$ cat config.mk
export PLATFORM = sky130hd
export DESIGN_NAME = seq_mult_handshake
export DESIGN_NICKNAME = d
export VERILOG_FILES = /design/src/rtl/seq_mult_handshake.sv
export SDC_FILE = /design/constraint.sdc
export NUM_CORES = 1
export LEC_CHECK = 0
export CORE_MARGIN = 4
export CORE_UTILIZATION = 35
export DETAILED_ROUTE_END_ITERATION = 7
export GPL_ROUTABILITY_DRIVEN = 0
export HOLD_SLACK_MARGIN = 0.02
export PLACE_DENSITY = 0.61
export SLEW_MARGIN = 20
export SYNTH_ARGS = -nofsm -noshare
export SYNTH_HDL_FRONTEND = slang
export SYNTH_SLANG_ARGS = --single-unit
$ cat constraint.sdc
create_clock -name clk -period 3.8 [get_ports clk]
set_input_delay 0.38 -clock clk [delete_from_list [all_inputs] [get_ports clk]]
set_output_delay 0.38 -clock clk [all_outputs]
set_load 0.05 [all_outputs]
$ cat src/rtl/seq_mult_handshake.sv
// -----------------------------------------------------------------------------
// seq_mult_handshake
//   Iterative shift-add multiplier that consumes one multiplier bit per clock.
//   Signed or unsigned mode is chosen for each operation. Valid/ready
//   handshakes on both sides let it sit between a producer and a consumer
//   that may stall. A finished product is held until the consumer takes it.
//
//   The core always works on unsigned magnitudes. The sign of a signed
//   product is applied once, on the cycle the result is written to out.
//
// Parameters
//   WIDTH      operand width (2..32); the product is 2*WIDTH bits
//
// Ports
//   clk        rising-edge clock
//   rst_n      asynchronous active-low reset
//   in_valid   operands and mode are valid this cycle
//   in_ready   block can accept operands (high only while idle)
//   ina        multiplicand
//   inb        multiplier
//   is_signed  1: ina/inb are two's complement, 0: unsigned
//   out_valid  out holds a completed product
//   out_ready  consumer takes out this cycle
//   out        product, 2*WIDTH bits; keeps its value until the next completion
//   busy       iteration in progress
// -----------------------------------------------------------------------------
module seq_mult_handshake #(
    parameter int WIDTH = 8
) (
    input  logic                 clk,
    input  logic                 rst_n,
    input  logic                 in_valid,
    output logic                 in_ready,
    input  logic [WIDTH-1:0]     ina,
    input  logic [WIDTH-1:0]     inb,
    input  logic                 is_signed,
    output logic                 out_valid,
    input  logic                 out_ready,
    output logic [2*WIDTH-1:0]   out,
    output logic                 busy
);

    localparam int CW = $clog2(WIDTH + 1);

    typedef enum logic [1:0] {
        IDLE = 2'd0,
        BUSY = 2'd1,
        DONE = 2'd2
    } state_t;

    state_t               state;
    logic [2*WIDTH-1:0]   mcand;
    logic [WIDTH-1:0]     mplier;
    logic [2*WIDTH-1:0]   acc;
    logic [CW-1:0]        count;
    logic                 neg;

    // Accumulator value after this cycle's conditional add.
    logic [2*WIDTH-1:0]   acc_sum;

    // The magnitude of the most negative value, -2^(WIDTH-1), wraps to the
    // bit pattern 2^(WIDTH-1). Read as unsigned, that is exactly the right
    // magnitude, so no extra bit is needed.
    function automatic logic [WIDTH-1:0] magnitude(
        input logic signed [WIDTH-1:0] v,
        input logic                    as_signed
    );
        logic signed [WIDTH-1:0] n;
        n = -v;
        if (as_signed && v[WIDTH-1])
            return n;
        else
            return v;
    endfunction

    // Apply the result sign to the unsigned accumulator.
    function automatic logic [2*WIDTH-1:0] apply_sign(
        input logic [2*WIDTH-1:0] mag,
        input logic               negate
    );
        logic signed [2*WIDTH-1:0] s;
        s = mag;
        if (negate)
            return -s;
        else
            return s;
    endfunction

    always_comb begin
        acc_sum = acc;
        if (mplier[0])
            acc_sum = acc + mcand;
    end

    always_ff @(posedge clk or negedge rst_n) begin
        if (!rst_n) begin
            state     <= IDLE;
            in_ready  <= 1'b1;
            out_valid <= 1'b0;
            busy      <= 1'b0;
            out       <= '0;
            mcand     <= '0;
            mplier    <= '0;
            acc       <= '0;
            count     <= '0;
            neg       <= 1'b0;
        end else begin
            case (state)
                // Accept operands; the sign is resolved now, and the core
                // then iterates on magnitudes only.
                IDLE: begin
                    if (in_valid) begin
                        mcand    <= {{WIDTH{1'b0}}, magnitude(ina, is_signed)};
                        mplier   <= magnitude(inb, is_signed);
                        neg      <= is_signed & (ina[WIDTH-1] ^ inb[WIDTH-1]);
                        acc      <= '0;
                        count    <= CW'(WIDTH);
                        state    <= BUSY;
                        in_ready <= 1'b0;
                        busy     <= 1'b1;
                    end
                end

                // One multiplier bit per cycle. There is no early exit, so
                // latency does not depend on the data.
                BUSY: begin
                    acc    <= acc_sum;
                    mcand  <= mcand << 1;
                    mplier <= mplier >> 1;
                    count  <= count - CW'(1);
                    if (count == CW'(1)) begin
                        out       <= apply_sign(acc_sum, neg);
                        state     <= DONE;
                        busy      <= 1'b0;
                        out_valid <= 1'b1;
                    end
                end

                // Hold the result until the consumer takes it.
                DONE: begin
                    if (out_ready) begin
                        out_valid <= 1'b0;
                        in_ready  <= 1'b1;
                        state     <= IDLE;
                    end
                end

                default: begin
                    state     <= IDLE;
                    in_ready  <= 1'b1;
                    out_valid <= 1'b0;
                    busy      <= 1'b0;
                end
            endcase
        end
    end

endmodule
==> impl_results.md, run 1 <==
* Status: complete, no violations
* Diode count at 0
* Vias in the first global route at ~3600
* Async SR Flop Fraction at 1.00
* Largest net degree at the start of global routing at 46
* Worst-path cell chain: ha_1, fa_1, a211oi_2, o21ai_2, o2111a_1, nor3_1, nand4_1, nor4_2, o22ai_1, xor2_1, o21ai_1
* EDFF count, synth at 0
* Part of the power in registers at 0.253
* Total power at 5.06 mW
* Root buffer cell: clkbuf_16
* Via count at 3635
* Post-synthesis average cell area at 8.94 um2
* Gr ovfl total at 0
* DRT Wirelength at slightly below 10000 um
* First-pass DRT Iterations at 4
* Sequential Area at 1650 um2
* Crit path largest cell delay at 0.45 ns
* Most frequent cells in the layout: dfrtp_1 (65), nand2_1 (58), o21ai_0 (55)
* Clk_lat worst skew at 0.34 ns
* All-Layer GR Usage at 0.149
* Worst-Margin Slew at 0.971 ns
* Mapped cell area at roughly 4300 um2
* Rel. slew slack at 0.351
* P per Cell Area at ~990 nW/um2
* Hold Crit Class: input pin to async pin
* Fill count at 1171
* Post-synthesis sequential area ratio at 0.387
* Port Buffer Count at 39
* Reg2Reg Setup Slack at 0.45 ns
* Worst R2R Start: mcand[0]
* Dpl cells at 646
* Num ports at 40
* Switching Fraction at 0.470
* Critical Path RT at 3.99 ns
* Worst Clk Skew at 0.00503 ns
* CTS buffer count at 9
* DR WL/cell at 15.0 um
* Hold-fix buffers, CTS at 0
* Clock buffer depth at 2
* Slowest cell on crit path: fa_1
* Pleak at 2.21 nW
* Yosys synthesis warning count at 0
* Crit path DAT at 3.53 ns
* Logic pwr share at 0.570
* Synthesized Nets at 520
* CORE AREA at ~12000 um2
* Tmin final at 3.35 ns
* First-pass GRT wire length at 17400 um
* #FFs+latches synth at 66
* Final period util at 0.881
* Post-DP HPWL at 7200 um
* Nets at 552
* CTS tree: yes
* Reg2Reg Depth at 11
* Postcts setup bufs at 0
* Initial Utilization at 0.357
* Die area at 14000 um2
* Die Ht at 118 um
* Resize count post-CTS at 0
* Commonest non-fill, non-tap cell in the layout: dfrtp_1
* Final cell count without fillers at ~660
* Initial antenna violation count at 0
* Critical Path Stages at 11
* FP Rows at 40
* Setup repair after global routing missed its margin: no
* Critical Path End Type: flip-flop
* Pint at 2.68 mW
* Max Fclk at 299 MHz
* # DRC at 0
* Mapped Cells at 478
* Startpoint Class: flip-flop
* Clock transition at the registers of the reported paths at 0.05 ns
* Kind of cell adding the most delay to the critical path: simple AND/OR/NAND/NOR gates
* Largest fanout on the critical path at 4
* H-tree levels at 3
* Peak supply drop at 0.000425 V
* Clock Power Share at 0.176
* Clock sinks at 66
* Layout cell share with drive strength beyond 1 at 0.0874
* Final Max Slew Viols at 0
* Setup TNS at 0 ns
* WS Path Type: flip-flop to flip-flop
* Synthesis-to-layout area growth at 19.9%
* Bufs and invs on worst path at 0
* Max_cap viols at 0
* Crit path from: mcand[0]
* Area of the multi-input gates at 2470 um2
* Final hold violation count at 0
* Top_reg_cell synth: dfrtp_1
* DRT iter0 DRCs at 210
* Netlist cell types at 65
* Post-route ant nets at 0
* Vias/cell at 5.49
* Die X at between 100 and 150 um
* Setup Viol. Count Final at 0
* Net Switching at 2.38 mW
[state kept, by name, indices dropped and copies added (netlist names)]
name	cells
neg	1
out_valid	1
acc	16
mplier	8
busy	1
out	16
count	4
state	2
mcand	16
in_ready	1
[worst reg2reg max path: stages (launching register included)]
cell	delay (ns)
dfrtp_1	0.39
ha_1	0.25
fa_1	0.45
a211oi_2	0.35
o21ai_2	0.14
o2111a_1	0.25
nor3_1	0.43
nand4_1	0.26
nor4_2	0.29
o22ai_1	0.16
xor2_1	0.16
o21ai_1	0.07
[cell families (layout without fill, tap and decap cells)]
group                    count (synthesis)  count (layout)  synth area share
AND/OR/NAND/NOR                        165             165             0.185
AO/OA/AOI/OAI                          143             143             0.238
flip-flops                              66              66             0.387
buffers and inverters                   41              78            0.0366
XOR/XNOR                                31              31            0.0636
adder cells (fa/ha/maj)                 21              21            0.0633
multiplexers                            11              11            0.0269
[power groups by stage]
stage / logic [mW] / registers [mW] / clock network [mW]
global placement: 2.80 / 1.28 / 0
floorplan: 1.99 / 1.47 / 0
detailed placement: 2.88 / 1.29 / 0
CTS: 2.89 / 1.28 / 0.913
global route: 3.21 / 1.33 / 0.941
finish: 2.89 / 1.28 / 0.893
[cell usage after synthesis, drive strengths merged (12+ instances only)]
cell type,count,area (um2)
a22oi,12,90.1
nor2,25,93.8
a21oi,17,85.1
clkbuf,22,83.8
nor3,18,90.1
ha,20,250
inv,17,63.8
nand2,59,224
dfrtp,65,1630
xor2,12,105
nand3,27,135
xnor2,19,166
o21ai,61,309
[metrics by stage]
step / util / setup slack [ns] / instance area [um2] / hold WS (ns)
2_1_floorplan: - / 0.824 / 4270 / 0.0844
3_3_place_gp: 0.401 / 0.561 / 4800 / 0.462
3_5_place_dp: 0.401 / 0.489 / 4800 / 0.470
4_1_cts: 0.428 / 0.464 / 5120 / 0.255
5_1_grt: 0.428 / 0.246 / 5120 / 0.0919
6_report: 0.428 / 0.453 / 5120 / 0.0449
[layout make-up]
class                   count  share of cell area
multi-input cells         371               0.482
flip-flops and latches     66               0.323
well taps                 147              0.0359
inverters                  17              0.0125
repair buffers             45              0.0846
clock inverters             7              0.0183
clock buffers               9              0.0440
[metal layers]
metal / track usage / routed length (um) / vias to the layer above
li1: - / - / 1799
met1: 0.208 / 4910 / 1744
met2: 0.234 / 4480 / 80
met3: 0.0311 / 429 / 12
met4: 0.0449 / 131 / 0
met5: 0 / 0 / -
[final timing paths]
kind / endpoint
worst max-delay path: out[15]
worst min-delay path: out_valid
worst max register to register: out[15]
worst min register to register: out[5]
max in group asynchronous: acc[3]
min in group clk: out[5]
No activity file was read; power rests on OpenSTA's default activity.
==> run 2: changes to the inputs <==
- RECOVER_POWER: not set -> 25
==> run 2 against run 1 <==
The flow now finishes with violations (max-capacitance violations, max-slew violations). Total power about the same. Global-route usage unchanged. Setup slack unchanged. Hold slack better by 0.43 ns. Clock skew unchanged. Clock power about the same. Sequential power about the same. Non-clock buffer count unchanged. Count of clock-buffer cells in the layout unchanged. First-iteration DRC count unchanged. Combinational power about the same. Critical endpoint unchanged. Highest routed layer unchanged.
==> impl_results.md, run 2 (synthesis gave the netlist of run 1 again) <==
* Max_cap viols at 1 (+1)
* Nets at 552 (unchanged)
* CTS tree: yes
* Die X at 118 um (unchanged)
* Critical Path RT at 3.99 ns (about the same)
* Crit path DAT at 3.53 ns (about the same)
* Clock transition at the registers of the reported paths at 0.06 ns (about the same)
* Setup repair after global routing missed its margin: no
* Initial Utilization at 0.357 (unchanged)
* Hold-fix buffers, CTS at 0 (unchanged)
* Critical Path End Type: flip-flop
* DR WL/cell at 15.0 um (about the same)
* Rel. slew slack at -0.611 (-0.962)
* Root buffer cell: clkbuf_16
* Num ports at 40 (unchanged)
* Pleak at 2.20 nW (-0.16%)
* CTS buffer count at 9 (unchanged)
* Setup TNS at 0 ns (unchanged)
* Post-DP HPWL at 7200 um (unchanged)
* # DRC at 0 (unchanged)
* Final hold violation count at 0 (unchanged)
* Worst Clk Skew at 0.00503 ns (unchanged)
* Largest net degree at the start of global routing at 46 (unchanged)
* Hold EP: out[5]
* CORE AREA at 12000 um2 (unchanged)
* Most frequent cells in the layout: dfrtp_1 (65), nand2_1 (58), o21ai_0 (55)
* Worst-Margin Slew at 2.42 ns (+1.45 ns)
* Setup Viol. Count Final at 0 (unchanged)
* Worst R2R Start: mcand[0]
* Largest fanout on the critical path at 4 (unchanged)
* Failing checks: max-capacitance violations, max-slew violations
* Reg2Reg Setup Slack at 0.45 ns (about the same)
* Clock buffer depth at 2 (unchanged)
* Met3 Use GR at 0.0311 (unchanged)
* Vias in the first global route at 3570 (unchanged)
* Startpoint Class: flip-flop
* Hold wc startpoint: out[5]
* Grt met2 use at 0.234 (unchanged)
* DP Area at 4800 um2 (unchanged)
* Final Max Slew Viols at 46 (+46)
* Postcts setup bufs at 0 (unchanged)
* Final period util at 0.881 (unchanged)
* Commonest non-fill, non-tap cell in the layout: dfrtp_1
* GR Layer Usage met1 at 0.208 (unchanged)
* WS Path Type: flip-flop to flip-flop
* Status: finished with violations
* Resize count post-CTS at 0 (unchanged)
* FP Rows at 40 (unchanged)
* Clock sinks at 66 (unchanged)
* All-Layer GR Usage at 0.149 (unchanged)
* Reg2Reg Depth at 11 (unchanged)
* First-pass DRT Iterations at 4 (unchanged)
* Vias/cell at 5.49 (about the same)
* Post-route ant nets at 0 (unchanged)
* Die Ht at 118 um (unchanged)
* Initial antenna violation count at 0 (unchanged)
* H-tree levels at 3 (unchanged)
* Design Area, Final at 5120 um2 (about the same)
* Largest registers: acc x16, mcand x16, out x16
* Gr ovfl total at 0 (unchanged)
* Port Buffer Count at 39 (unchanged)
* Max Fclk at 299 MHz (unchanged)
* DRT iter0 DRCs at 210 (unchanged)
* Die area at 14000 um2 (unchanged)
* Clk_lat worst skew at 0.34 ns (about the same)
* P per Cell Area at 989 nW/um2 (about the same)
* First-pass GRT wire length at 17400 um (unchanged)
* Via count at 3634 (-0.028%)
* Worst reg2reg path endpoint: out[15]
* Hold Crit Class: flip-flop to flip-flop
* Hold Path Depth at 2
* Layout cell share with drive strength beyond 1 at 0.0854 (-0.00194)
* DRT Wirelength at 9950 um (about the same)
* Synthesis-to-layout area growth at 19.8% (about the same)
* Peak supply drop at 0.000425 V (about the same)
* Global-route layer with the greatest usage: met2
* Tmin final at 3.35 ns (unchanged)
* Diode count at 0 (unchanged)
[run 2: changes by cell type in the layout (fill, tap and decap cells not counted), sizes merged]
cell / before / now
clkbuf: 9 / 10
buf: 7 / 6
[run 2: routing by layer]
metal	part of all wire	wire length [um]	vias to the layer above
li1	-	-	1799
met3	0.043	429	12
met2	0.45	4480	80
met5	0	0	-
met4	0.013	131	0
met1	0.49	4910	1743
[run 2: power by group]
part,internal [mW],switching (mW)
Combinational,1.11,1.78
Sequential,1.01,0.275
Clock,0.572,0.321
Total,2.68,2.38
[run 2: cell type report]
class / count / area [um2]
tap: 147 / 184
fill: 1173 / 6850
timing repair buffer: 45 / 429
clock inverter: 7 / 93.8
sequential: 66 / 1650
multi-input combinational: 371 / 2470
clock buffer: 9 / 225
inverter: 17 / 63.8
[run 2: how the worst max path moves through the flow]
stage,from,to,slack [ns],depth (start not counted)
6_report,mcand[0],out[15],0.45,11
5_1_grt,mcand[0],out[15],0.25,11
4_1_cts,mcand[0],out[15],0.46,11
3_5_place_dp,mcand[0],out[14],0.49,11
3_3_place_gp,mcand[0],out[14],0.56,11
2_1_floorplan,mcand[0],out[14],0.82,11
[run 2: through the flow]
step                      setup slack [ns]  instances  utilization  power (mW)  hold WS [ns]
after global routing                 0.246        662        0.428        5.49         0.503
final                                0.453        662        0.428        5.06         0.472
after floorplan                      0.824        478            -        3.45        0.0844
after global placement               0.561        646        0.401        4.08         0.462
after detailed placement             0.489        646        0.401        4.17         0.470
after CTS                            0.464        662        0.428        5.09         0.255
[run 2: critical path, stage by stage, from the launching register on]
cell and delay (ns):
dfrtp_1 0.39, ha_1 0.25, fa_1 0.45, a211oi_2 0.35
o21ai_2 0.14, o2111a_1 0.25, nor3_1 0.43, nand4_1 0.26
nor4_2 0.29, o22ai_1 0.16, xor2_1 0.16, o21ai_1 0.07
